--- src/rtl/mips_fetch_pkg.sv ---
// Shared types and defaults for the MIPS instruction fetch stage.
package mips_fetch_pkg;

  localparam int unsigned FETCH_DATA_WIDTH = 32;
  localparam logic [31:0] FETCH_RESET_PC   = 32'h0040_0000;
  localparam int unsigned FETCH_TIMEOUT    = 15;

  typedef enum logic [2:0] {
    RESET   = 3'd0,
    FETCH   = 3'd1,
    WAIT    = 3'd2,
    HOLD    = 3'd3,
    DISCARD = 3'd4
  } fetchState_e;

  typedef enum logic [1:0] {
    SEQ    = 2'd0,
    BRANCH = 2'd1,
    JUMP   = 2'd2,
    JREG   = 2'd3
  } nextPcSel_e;

endpackage

--- src/rtl/next_pc_logic.sv ---
// Combinational next-PC selection for the instruction sitting in decode.
module next_pc_logic
  import mips_fetch_pkg::*;
#(
  parameter int unsigned DATA_WIDTH = FETCH_DATA_WIDTH
) (
  input  logic [DATA_WIDTH-1:0] pcPlus4,
  input  logic                  branchEq,
  input  logic                  branchNe,
  input  logic                  jump,
  input  logic                  jumpSrc,
  input  logic                  zero,
  input  logic [15:0]           branchImm,
  input  logic [25:0]           jumpTarget,
  input  logic [DATA_WIDTH-1:0] rsData,
  output logic [DATA_WIDTH-1:0] nextPc,
  output logic                  misaligned
);

  nextPcSel_e            pcSel;
  logic [DATA_WIDTH-1:0] branchOffset;

  assign branchOffset = {{(DATA_WIDTH-18){branchImm[15]}}, branchImm, 2'b00};

  // Priority: register jump, direct jump, taken branch, then sequential.
  always_comb begin
    pcSel = SEQ;
    if (jump && jumpSrc) begin
      pcSel = JREG;
    end else if (jump) begin
      pcSel = JUMP;
    end else if ((branchEq && zero) || (branchNe && !zero)) begin
      pcSel = BRANCH;
    end
  end

  // Target mux; jr targets are forced word aligned and flagged if they were not.
  always_comb begin
    nextPc     = pcPlus4;
    misaligned = 1'b0;
    case (pcSel)
      BRANCH: nextPc = pcPlus4 + branchOffset;
      JUMP:   nextPc = {pcPlus4[DATA_WIDTH-1:28], jumpTarget, 2'b00};
      JREG: begin
        nextPc     = rsData & ~DATA_WIDTH'(3);
        misaligned = (rsData[1:0] != 2'b00);
      end
      default: nextPc = pcPlus4;
    endcase
  end

endmodule

--- src/rtl/fetch_unit.sv ---
// Instruction fetch stage: PC, single-outstanding imem handshake, decode hold.
//
// state   | meaning
// --------+-----------------------------------------------------------
// RESET   | held in reset; all outputs zero, pc = RESET_PC
// FETCH   | one-cycle imem_req with imem_addr = pc; timer loaded
// WAIT    | request outstanding; latch instruction on imem_valid
// HOLD    | instr_valid high until decode accepts or a flush arrives
// DISCARD | flushed while a request is outstanding; drop its return
module fetch_unit
  import mips_fetch_pkg::*;
#(
  parameter int unsigned           DATA_WIDTH = FETCH_DATA_WIDTH,
  parameter logic [DATA_WIDTH-1:0] RESET_PC   = FETCH_RESET_PC,
  parameter int unsigned           TIMEOUT    = FETCH_TIMEOUT
) (
  input  logic                  clk,
  input  logic                  reset,
  output logic                  imem_req,
  output logic [DATA_WIDTH-1:0] imem_addr,
  input  logic                  imem_valid,
  input  logic [DATA_WIDTH-1:0] imem_rdata,
  output logic [DATA_WIDTH-1:0] instr,
  output logic [DATA_WIDTH-1:0] instr_pc,
  output logic [DATA_WIDTH-1:0] pc_plus4,
  output logic                  instr_valid,
  input  logic                  decode_ready,
  input  logic                  BranchEQ,
  input  logic                  BranchNE,
  input  logic                  Jump,
  input  logic                  JumpSrc,
  input  logic                  zero,
  input  logic [15:0]           branch_imm,
  input  logic [25:0]           jump_target,
  input  logic [DATA_WIDTH-1:0] rs_data,
  input  logic                  flush,
  input  logic [DATA_WIDTH-1:0] flush_pc,
  output logic                  align_error,
  output logic                  fetch_timeout
);

  localparam int unsigned      TIMER_W    = $clog2(TIMEOUT + 1);
  localparam logic [TIMER_W-1:0] TIMER_LOAD = TIMER_W'(TIMEOUT - 1);

  fetchState_e           state;
  fetchState_e           nextState;
  logic [DATA_WIDTH-1:0] pc;
  logic [DATA_WIDTH-1:0] nextPc;
  logic [TIMER_W-1:0]    timer;
  logic                  timerDone;
  logic                  timeoutHit;
  logic                  misaligned;
  logic                  accept;
  logic                  flushActive;

  assign timerDone   = (timer == '0);
  assign timeoutHit  = ((state == WAIT) || (state == DISCARD)) && !imem_valid && timerDone;
  assign flushActive = flush && (state != RESET);
  assign accept      = (state == HOLD) && decode_ready && !flush;

  next_pc_logic #(.DATA_WIDTH(DATA_WIDTH)) u_nextPc (
    .pcPlus4    (pc_plus4),
    .branchEq   (BranchEQ),
    .branchNe   (BranchNE),
    .jump       (Jump),
    .jumpSrc    (JumpSrc),
    .zero       (zero),
    .branchImm  (branch_imm),
    .jumpTarget (jump_target),
    .rsData     (rs_data),
    .nextPc     (nextPc),
    .misaligned (misaligned)
  );

  // State register.
  always_ff @(posedge clk or negedge reset) begin
    if (!reset) begin
      state <= RESET;
    end else begin
      state <= nextState;
    end
  end

  // Next-state: a flush only parks in DISCARD while a return is still owed.
  always_comb begin
    nextState = state;
    case (state)
      RESET:   nextState = FETCH;
      FETCH:   nextState = flush ? DISCARD : WAIT;
      WAIT: begin
        if (flush) begin
          nextState = imem_valid ? FETCH : DISCARD;
        end else if (imem_valid) begin
          nextState = HOLD;
        end else if (timerDone) begin
          nextState = FETCH;
        end
      end
      HOLD:    if (flush || decode_ready) nextState = FETCH;
      DISCARD: if (imem_valid || timerDone) nextState = FETCH;
      default: nextState = RESET;
    endcase
  end

  // Outputs decoded from state and registered pc only.
  always_comb begin
    imem_req    = (state == FETCH);
    imem_addr   = '0;
    instr_valid = (state == HOLD);
    if (state == FETCH) begin
      imem_addr = pc;
    end
  end

  // PC, instruction register, wait timer and status flags.
  always_ff @(posedge clk or negedge reset) begin
    if (!reset) begin
      pc            <= RESET_PC;
      instr         <= '0;
      instr_pc      <= '0;
      pc_plus4      <= '0;
      timer         <= '0;
      align_error   <= 1'b0;
      fetch_timeout <= 1'b0;
    end else begin
      align_error <= accept && misaligned;
      if (timeoutHit) begin
        fetch_timeout <= 1'b1;
      end
      if (state == FETCH) begin
        timer <= TIMER_LOAD;
      end else if (((state == WAIT) || (state == DISCARD)) && !timerDone) begin
        timer <= timer - TIMER_W'(1);
      end
      if ((state == WAIT) && imem_valid && !flush) begin
        instr    <= imem_rdata;
        instr_pc <= pc;
        pc_plus4 <= pc + DATA_WIDTH'(4);
      end
      if (flushActive) begin
        pc <= flush_pc & ~DATA_WIDTH'(3);
      end else if (accept) begin
        pc <= nextPc;
      end
    end
  end

endmodule
--- config.mk ---
export PLATFORM = sky130hd
export DESIGN_NAME = fetch_unit
export DESIGN_NICKNAME = d
export VERILOG_FILES = /design/src/rtl/mips_fetch_pkg.sv /design/src/rtl/next_pc_logic.sv /design/src/rtl/fetch_unit.sv
export SDC_FILE = /design/constraint.sdc
export NUM_CORES = 1
export LEC_CHECK = 0
export CORE_UTILIZATION = 51
export CTS_CLUSTER_DIAMETER = 150
export CTS_CLUSTER_SIZE = 14
export DETAILED_ROUTE_END_ITERATION = 12
export GPL_TIMING_DRIVEN = 0
export PLACE_DENSITY = 0.88
export SKIP_CTS_REPAIR_TIMING = 1
export SYNTH_ARGS = -nofsm -noshare
export SYNTH_HDL_FRONTEND = slang
export SYNTH_SLANG_ARGS = --single-unit
--- constraint.sdc ---
create_clock -name clk -period 4.9 [get_ports clk]
set_input_delay 1.225 -clock clk [delete_from_list [all_inputs] [get_ports clk]]
set_output_delay 1.225 -clock clk [all_outputs]
set_load 0.005 [all_outputs]
==> results.cfg, run 1 <==
[outcome]
outcome = complete, no violations

[yosys]
syn_inst = 908
ys_seq_elements = 135
synth-edff-count = 0
ys_warn_count = 0
syn_avg_cell_area_um2 = 9.398
synth_cell_type_count = 77
netlist_area_um2 = 8533
synth_flop_cell = dfrtp_1
synthArstFlopShare = 1.000
syn-num-nets = 1088
ys_seq_area_frac = 0.3960

[global_route]
grt_antenna_before_repair = 0
grtUsageTotal = 0.3582
grt_max_degree = 74
grt_pass1_wl_mm = 47.88
grt_pass1_vias = 8850
gr-total-overflow = 0

[floorplanning]
start_util = 0.5295
core_region_area_um2 = 16120
dieArea_um2 = 17250
die_x_um = 131.4
ios = 280
num_rows = 46
die_h_um = 131.4

[setup_path]
critPathTopFamily = buffers and inverters
required_ns = 5.18
crit_path_cell_trace = clkdlybuf4s50_1 > ha_1 > clkbuf_1 > and4_1 > nand2_1 > a21oi_1 > o41ai_2 > a21oi_1 > xnor2_1 > o21ai_0
reg2reg_depth = 11
cp_slowest_stage_delay_ns = 0.80
cp_common_cell = a21oi_1
reg2reg_from = pc_plus4[2]
arrival_ns = 4.28
critPathBufInv = 2
setup.worst_path.start_class = primary input
cp_slowest_cell = clkdlybuf4s50_1
r2r-end = pc[26]
crit_path_end_kind = flop
path_max_fanout = 15
regToRegSetupSlack_ns = 1.84
path_class = in2reg

[routing]
route.detailed.drc = 0
routedWlPerCell_um = 21.83
finalWirelength_mm = 31.20
drtPass1Iterations = 5
first_iter_violations = 946
drtAntennaViolNets = 0
vias_per_cell = 6.136
dr_total_vias = 8768

[worst_hold_path]
hold_path.startpoint = fetch_timeout
holdPathStages = 1
hold_end = fetch_timeout
hold_path_class = reg2reg

[pwr]
vdd_ir_drop_max_v = 0.0004329
power.density_nw_per_um2 = 566.1
total_leakage_power_nw = 5.311
total_power_mw = 6.875

[sta]
max-slew-margin-rel = 0.2283
finalSetupViolations = 0
drv_slew = 0
finalHoldViolations = 0
worst_slew_pin_slew_ns = 1.158
period_needed_ns = 3.996
fin_ws_ns = 0.9037
fin_skew_ns = 0.006877
timing.fmax_mhz = 250.2
grt_setup_unrepaired = false
setup_tns_ns = 0
hold_ws_ns = 0.4693
post-route-period-util = 0.8156

[layout]
nNetsFinal = 1383
fin_area_um2 = 12140
final_cell_mix = clkdlybuf4s50_1, dfrtp_1, nand2_1
area_growth_pct = 42.32
nFillCells = 1113
num_antenna_cells = 0
mostFrequentLayoutCell = clkdlybuf4s50_1
drive_gt1_frac = 0.1096

[placed_design]
gp_congestion = 0.9687
dp_slack_ns = 0.5507
hpwl_mm = 23.41
dpl_cell_area_um2 = 11580
io_buffers = 275

[flow_run]
cap_violations = 0

[clock_tree]
clk_latency_ns = 0.42
cts.sinks = 135
cts_root_buf = clkbuf_16
clk_pin_slew_ns = 0.06
cts_max_path_buffers = 2
cts_tree = done
htreeDepth = 4
numCtsBuffers = 17
logic make-up (layout without fill, tap and decap cells):
family                     count (synthesis)  after routing  synth area share
and+or+nand+nor                          277            277            0.1654
AOI/OAI and AO/OA                        242            242            0.1795
DFF                                      135            135            0.3960
muxes                                     96             96            0.1227
buffers and inverters                     77            382           0.03827
xor gates and xnor gates                  49             49           0.05029
adders and majority gates                 32             32           0.04780
layout make-up:
cell class / count / area, um2 / share of cell area
multi-input cells: 696 / 4827 / 0.3975
flip-flops and latches: 135 / 3379 / 0.2783
repair buffers: 276 / 2781 / 0.2290
clock buffers: 26 / 519.2 / 0.04276
well taps: 216 / 270.3 / 0.02225
plain buffers: 59 / 259.0 / 0.02133
inverters: 18 / 67.56 / 0.005564
clock inverters: 3 / 40.04 / 0.003297
worst max path at each step:
stage | from | to | slack (ns) | depth (start not counted)
global route | branch_imm[0] | pc[26] | 0.75 | 12
detailed placement | branch_imm[0] | pc[26] | 0.55 | 12
CTS | branch_imm[0] | pc[26] | 0.95 | 12
global placement | reset | instr[18] | -2.79 | 1
floorplan | branch_imm[0] | pc[28] | 1.70 | 11
finish | branch_imm[15] | pc[27] | 0.90 | 10
layer usage:
layer / global-route usage / routed length [um] / vias to the layer above
met5: 0 / 0 / -
met3: 0.09182 / 3322 / 116
met1: 0.4418 / 12030 / 4212
li1: - / - / 3890
met4: 0.1589 / 1208 / 0
met2: 0.5913 / 14640 / 550
flip-flops by register name, summed over array words and instances (netlist names):
| signal | cells |
|---|---|
| state | 3 |
| instr_pc | 32 |
| pc | 32 |
| pc_plus4 | 30 |
| align_error | 1 |
| instr | 32 |
| timer | 4 |
| fetch_timeout | 1 |
worst register-to-register path, delay by kind of cell, from the launching register on:
family                   cells  cell delay [ns]
XOR/XNOR                     1             0.10
adder cells (fa/ha/maj)      2             0.60
AO/OA/AOI/OAI                5             1.43
buffers and inverters        1             0.06
AND/OR/NAND/NOR              2             0.34
flip-flops                   1             0.42
synth_stat cells, types with 3 or more instances:
cell | count | area (um2)
dfrtp_1 | 134 | 3353
nand2_1 | 100 | 375.4
o21ai_0 | 73 | 365.4
mux2_2 | 69 | 777.0
a21oi_1 | 53 | 265.3
nor2_1 | 48 | 180.2
and3_1 | 41 | 256.5
clkbuf_1 | 38 | 142.6
ha_1 | 31 | 387.9
xor2_1 | 29 | 254.0
mux2i_1 | 27 | 270.3
nand3_1 | 27 | 135.1
a21o_1 | 20 | 150.1
xnor2_1 | 20 | 175.2
inv_1 | 18 | 67.56
a31oi_1 | 17 | 106.4
nand4_1 | 11 | 68.82
a211oi_1 | 9 | 67.56
buf_2 | 9 | 45.04
a221oi_1 | 8 | 70.07
a22oi_1 | 8 | 60.06
nand2b_1 | 8 | 50.05
nor3_1 | 8 | 40.04
buf_1 | 7 | 26.28
o211ai_1 | 6 | 45.04
o221ai_1 | 6 | 52.55
o21a_1 | 5 | 37.54
o21bai_1 | 5 | 37.54
and2_1 | 4 | 25.02
nor2b_1 | 4 | 25.02
o21ai_1 | 4 | 20.02
o2111ai_1 | 3 | 26.28
o22ai_1 | 3 | 18.77
where the power goes:
group	internal [mW]	switching [mW]	leakage, nW
clock	0.769	0.460	0.278
combinational	1.81	1.60	3.35
sequential	1.61	0.628	1.69
total	4.19	2.69	5.31
per-stage QoR:
stage | instances | utilization
after floorplan | 908 | -
after global placement | 1399 | 0.7171
after detailed placement | 1400 | 0.7189
after CTS | 1429 | 0.7536
after global routing | 1429 | 0.7536
final | 1429 | 0.7536
(Power assumes the default switching activity.)
==> run 2, diff against run 1 <==
--- a/config.mk
+++ b/config.mk
@@ -5,12 +5,12 @@
 export SDC_FILE = /design/constraint.sdc
 export NUM_CORES = 1
 export LEC_CHECK = 0
-export CORE_UTILIZATION = 51
+export CORE_UTILIZATION = 47
 export CTS_CLUSTER_DIAMETER = 150
 export CTS_CLUSTER_SIZE = 14
 export DETAILED_ROUTE_END_ITERATION = 12
 export GPL_TIMING_DRIVEN = 0
-export PLACE_DENSITY = 0.88
+export PLACE_DENSITY = 0.82
 export SKIP_CTS_REPAIR_TIMING = 1
 export SYNTH_ARGS = -nofsm -noshare
 export SYNTH_HDL_FRONTEND = slang
==> constraint.sdc (replaced) <==
create_clock -name clk -period 3.7 [get_ports clk]
set_input_delay 0.925 -clock clk [delete_from_list [all_inputs] [get_ports clk]]
set_output_delay 0.925 -clock clk [all_outputs]
set_load 0.005 [all_outputs]
==> run 2 against run 1 <==
Against the previous run: first-iteration DRC count fell by 31%; die area rose by 8.4%; critical path type unchanged; flip-flop and latch count did not move; register-to-register slack got worse by 1.1 ns; largest cell class unchanged; total power rose by 31%.
==> results.cfg, run 2 (synthesis results as in run 1) <==
[outcome]
outcome = complete, no violations

[routing]
finalWirelength_mm = 30.36
routedWlPerCell_um = 21.10
drtAntennaViolNets = 0
vias_per_cell = 5.885
route.detailed.drc = 0
dr_total_vias = 8469
first_iter_violations = 652
drtPass1Iterations = 5

[pwr]
internal-power_mw = 5.494
pwr-share-clk = 0.177
p_seq_frac = 0.325
total_leakage_power_nw = 5.302
power.density_nw_per_um2 = 741.5
p_switching_mw = 3.522
p_comb_frac = 0.498
switching_share = 0.3907
vdd_ir_drop_max_v = 0.0004667
total_power_mw = 9.016

[clock_tree]
cts_root_buf = clkbuf_16
clk_pin_slew_ns = 0.06
htreeDepth = 4
cts_tree = done
cts.sinks = 135
cts_max_path_buffers = 2
numCtsBuffers = 17
clk_latency_ns = 0.42

[flow_run]
cap_violations = 0

[setup_path]
crit_path_cell_trace = clkdlybuf4s50_1 > ha_1 > inv_1 > fa_1 > nand2b_1 > a21oi_1 > o21ai_0 > a211oi_2 > nor2_1 > o21ai_1 > xnor2_1 > a221oi_1
cp_slowest_stage_delay_ns = 0.53
critPathTopFamily = compound AO/OA/AOI/OAI gates
cp_slowest_cell = clkdlybuf4s50_1
setup.worst_path.start_class = primary input
critPathBufInv = 2
arrival_ns = 3.89
path_class = in2reg
crit_path_end_kind = flop
required_ns = 4.01
path_max_fanout = 3

[sta]
hold_ws_ns = 0.4790
worst_slew_pin_slew_ns = 1.033
fin_skew_ns = 0.006842
finalHoldViolations = 0
post-route-period-util = 0.9661
grt_setup_unrepaired = false
finalSetupViolations = 0
setup_tns_ns = 0
max-slew-margin-rel = 0.3111
period_needed_ns = 3.575
timing.fmax_mhz = 279.8
drv_slew = 0

[floorplanning]
dieArea_um2 = 18700
core_region_area_um2 = 17540
start_util = 0.4866
num_rows = 48
die_h_um = 136.7
die_x_um = 136.7
ios = 280

[layout]
nNetsFinal = 1383
mostFrequentLayoutCell = clkdlybuf4s50_1
drive_gt1_frac = 0.1129
reg_top3 = instr (32), instr_pc (32), pc (32)
fin_util = 0.6934
final_cell_mix = clkdlybuf4s50_1, dfrtp_1, nand2_1
nFillCells = 1382
stdcell_count = 1439
num_antenna_cells = 0
area_growth_pct = 42.49

[global_route]
grtUsageTotal = 0.3325
grt_antenna_before_repair = 1
grt_max_degree = 75
grt_pass1_vias = 8482
gr-total-overflow = 0
grt_pass1_wl_mm = 46.22

[placed_design]
hpwl_mm = 23.32
io_buffers = 275
dp_cells = 1409
gp_congestion = 0.9169

[worst_hold_path]
hold_path_class = reg2reg
[run 2: changes by cell type in the layout (fill, tap and decap cells not counted), sizes merged]
cell	delta
dlymetal6s2s	+1
clkbuf	-4
clkdlybuf4s50	-1
clkinv	+1
clkinvlp	+4
[run 2: path summary, 6_finish.rpt]
path / from / to / slack [ns] / cells past startpoint
min in group asynchronous: reset / pc[15] / 0.49 / 1
hold reg to reg: fetch_timeout / fetch_timeout / 0.48 / 1
setup reg to reg: pc_plus4[2] / pc[26] / 0.73 / 11
setup / recovery: branch_imm[0] / pc[26] / 0.13 / 12
hold / removal: fetch_timeout / fetch_timeout / 0.48 / 1
max in group asynchronous: reset / pc[22] / 2.40 / 2
[run 2: power groups by stage]
stage	Clock [mW]	Combinational [mW]	Sequential [mW]
after detailed placement	0	4.40	2.90
after global routing	1.67	4.89	2.99
final	1.60	4.49	2.93
after floorplan	0	2.30	2.67
after CTS	1.61	4.46	2.89
after global placement	0	4.35	2.87
[run 2: cell type report]
cell class | instances | area [um2] | area share
clock inverter | 8 | 75.07 | 0.006174
timing repair buffer | 276 | 2784 | 0.2290
buffer | 59 | 259.0 | 0.02130
clock buffer | 22 | 474.2 | 0.03900
tap | 225 | 281.5 | 0.02315
inverter | 18 | 67.56 | 0.005557
sequential | 135 | 3379 | 0.2779
multi-input combinational | 696 | 4838 | 0.3979
[run 2: worst reg2reg max path, stage by stage, from the launching register on]
cell,delay [ns]
dfrtp_1,0.43
ha_1,0.22
inv_1,0.07
fa_1,0.39
nand2b_1,0.18
a21oi_1,0.25
o21ai_0,0.25
a211oi_2,0.37
nor2_1,0.13
o21ai_1,0.17
xnor2_1,0.09
a221oi_1,0.30
[run 2: routing by layer]
layer / vias to the layer above / global-route usage / share of wire
li1: 3897 / - / -
met1: 4034 / 0.4318 / 0.40
met2: 473 / 0.5400 / 0.47
met3: 65 / 0.07185 / 0.096
met4: 0 / 0.1290 / 0.029
met5: - / 0 / 0
[run 2: through the flow]
step	area, um2	worst slack (ns)
after global placement	11570	-3.825
after global routing	12160	0.02103
after detailed placement	11600	-0.3430
after CTS	12150	0.07137
after floorplan	8533	0.7997
final	12160	0.1254
==> run 3, diff against run 2 <==
--- a/config.mk
+++ b/config.mk
@@ -5,12 +5,14 @@
 export SDC_FILE = /design/constraint.sdc
 export NUM_CORES = 1
 export LEC_CHECK = 0
-export CORE_UTILIZATION = 47
+export ABC_AREA = 1
+export CAP_MARGIN = 20
+export CORE_UTILIZATION = 48
 export CTS_CLUSTER_DIAMETER = 150
 export CTS_CLUSTER_SIZE = 14
 export DETAILED_ROUTE_END_ITERATION = 12
 export GPL_TIMING_DRIVEN = 0
-export PLACE_DENSITY = 0.82
+export PLACE_DENSITY = 0.81
 export SKIP_CTS_REPAIR_TIMING = 1
 export SYNTH_ARGS = -nofsm -noshare
 export SYNTH_HDL_FRONTEND = slang
==> run 3 against run 2 <==
Against the previous run: routed wire length grew 20%; register-to-register slack gained 0.32 ns; global-route usage grew 3.9 points; non-clock buffer count down 11; sequential power decreased by 1%; clock skew up 0.0049 ns; via count is 26% higher; flip-flop and latch count stayed put; utilization is 0.26 points lower; largest cell class unchanged.
==> results.cfg, run 3 <==
[outcome]
outcome = complete, no violations

[yosys]
muxShareOfSynthArea = 0
synthAdderAreaFrac = 0.04377
yosys.area_share.xor_xnor = 0.007519
synth_flop_cell = dfrtp_1
synth-edff-count = 0
syn_avg_cell_area_um2 = 6.604
synth_compound_area_frac = 0.1147
ys_warn_count = 0
synth_simple_gate_area_share = 0.3645
synthArstFlopShare = 1.000
synth_top_cells_by_count = nand2_1, inv_1, dfrtp_1
synth_area_leaders = dfrtp_1, nand2_1, inv_1
synth.largest_area_cell = dfrtp_1
synth_top_family_by_area = simple AND/OR/NAND/NOR gates
synth.top_cell.area_share = 0.3598
ys_seq_elements = 135
synth_most_common_cell = nand2_1
ys_seq_area_frac = 0.3626
syn_inst = 1411
syn-num-nets = 1591
synth_cell_type_count = 46
netlist_area_um2 = 9319

[global_route]
grt_pass1_wl_mm = 56.01
grt_max_degree = 72
grtUsageTotal = 0.3717
grt_pass1_vias = 10476
grt_antenna_before_repair = 0
gr-total-overflow = 0

[placed_design]
io_buffers = 277
hpwl_mm = 28.95
dp_cells = 1949
dpl_cell_area_um2 = 12450
dp_slack_ns = -0.06997
gp_congestion = 0.9697

[routing]
routedWlPerCell_um = 18.45
drtPass1Iterations = 5
vias_per_cell = 5.400
route.detailed.drc = 0
first_iter_violations = 810
drtAntennaViolNets = 0
dr_total_vias = 10697
finalWirelength_mm = 36.55

[setup_path]
path_depth = 13
reg2reg_from = pc_plus4[2]
crit_path_end_kind = flop
arrival_ns = 3.77
crit_end = pc[30]
reg2reg_depth = 17
path_max_fanout = 15
required_ns = 4.01
setup.worst_path.start_class = primary input
regToRegSetupSlack_ns = 1.05
critPathTopFamily = simple AND/OR/NAND/NOR gates
cp_common_cell = nand2_1
cp_slowest_cell = clkdlybuf4s50_1
crit_path_cell_trace = clkdlybuf4s50_1 > ha_1 > inv_1 > nor3_1 > nand2_1 > nor3_1 > nand2_1 > nand2_1 > nand2_1 > nand3_1 > nand2_1 > nand2_1 > nand2_1
r2r-end = pc[30]
path_class = in2reg
critPathBufInv = 2
cp_slowest_stage_delay_ns = 0.78
critPathLaunch = branch_imm[15]

[layout]
fin_area_um2 = 13050
area_growth_pct = 40.04
final-seq-area_um2 = 3379
mostFrequentLayoutCell = nand2_1
nFillCells = 1613
multiInputGateArea_um2 = 4943
num_antenna_cells = 0
stdcell_count = 1981
reg_top3 = instr (32), instr_pc (32), pc (32)
final_cell_mix = nand2_1, clkdlybuf4s50_1, inv_1
nNetsFinal = 1888
drive_gt1_frac = 0.05346

[clock_tree]
cts_root_buf = clkbuf_16
htreeDepth = 4
cts_tree = done
cts.sinks = 135
clk_latency_ns = 0.42
clk_pin_slew_ns = 0.06
numCtsBuffers = 17
cts_max_path_buffers = 2

[sta]
fin_skew_ns = 0.01171
max-slew-margin-rel = 0.4661
timing.fmax_mhz = 289.4
drv_slew = 0
worst_slew_pin_slew_ns = 0.8009
post-route-period-util = 0.9340
fin_ws_ns = 0.2443
finalHoldViolations = 0
finalSetupViolations = 0
period_needed_ns = 3.456
grt_setup_unrepaired = false
setup_tns_ns = 0

[pwr]
switching_share = 0.4373
p_seq_frac = 0.293
vdd_ir_drop_max_v = 0.0004662
internal-power_mw = 5.540
total_power_mw = 9.845
p_switching_mw = 4.305
p_comb_frac = 0.530
total_leakage_power_nw = 6.400
pwr-share-clk = 0.177
power.density_nw_per_um2 = 754.4

[floorplanning]
ios = 280
dieArea_um2 = 19980
core_region_area_um2 = 18890
start_util = 0.4932
num_rows = 50
die_x_um = 141.3
die_h_um = 141.3

[flow_run]
cap_violations = 0

[worst_hold_path]
hold_path_class = in2async
run 3: changes by cell type after synthesis, moves of 27 or more:
cell / change
mux2i_1: -27
inv_1: +181
mux2_2: -69
nand2_1: +413
nor2_1: +79
and3_1: -41
nand3_1: +61
run 3: worst reg2reg max path, delay by kind of cell, from the launching register on:
| family | cells | cell delay [ns] |
|---|---|---|
| DFF | 1 | 0.43 |
| buffers and inverters | 2 | 0.19 |
| adders and majority gates | 2 | 0.64 |
| and+or+nand+nor | 13 | 1.26 |
run 3: area by class of cell:
| cell class | count | area share |
|---|---|---|
| multi-input combinational | 1024 | 0.3788 |
| sequential | 135 | 0.2590 |
| timing repair buffer | 278 | 0.2147 |
| inverter | 206 | 0.05925 |
| clock buffer | 18 | 0.03289 |
| tap | 260 | 0.02493 |
| buffer | 46 | 0.01707 |
| clock inverter | 14 | 0.01342 |
run 3: power by group through the flow:
stage          combinational [mW]  clock, mW  sequential, mW
3_5_place_dp                 5.11          0            2.85
5_1_grt                      5.79       1.81            2.95
4_1_cts                      5.18       1.74            2.85
3_3_place_gp                 5.02          0            2.85
2_1_floorplan                2.76          0            2.66
6_report                     5.21       1.74            2.89
run 3: how the worst min path moves through the flow:
stage	from	end	slack (ns)	cells past startpoint
after floorplan	pc[22]	pc[22]	0.46	2
after global placement	instr[12]	instr[12]	0.45	2
after detailed placement	instr[2]	instr[2]	0.46	2
after CTS	instr[31]	instr[31]	0.47	2
after global routing	instr[12]	instr[12]	0.49	2
final	reset	instr[17]	0.47	1
run 3: cell families after synthesis:
family                     count (synthesis)
AOI/OAI and AO/OA                        175
adders and majority gates                 32
and+or+nand+nor                          809
xor gates and xnor gates                   8
buffers and inverters                    252
DFF                                      135
run 3: metal layers:
layer | wire (um) | vias up | track usage
met4 | 1253 | 0 | 0.1476
li1 | - | 5086 | -
met3 | 3073 | 74 | 0.07762
met1 | 14940 | 5020 | 0.4647
met5 | 0 | - | 0
met2 | 17290 | 517 | 0.6287
run 3: per-stage QoR:
| stage | util | hold slack [ns] |
|---|---|---|
| 2_1_floorplan | - | 0.4621 |
| 3_3_place_gp | 0.6572 | 0.4549 |
| 3_5_place_dp | 0.6587 | 0.4586 |
| 4_1_cts | 0.6907 | 0.4723 |
| 5_1_grt | 0.6907 | 0.4930 |
| 6_report | 0.6907 | 0.4680 |
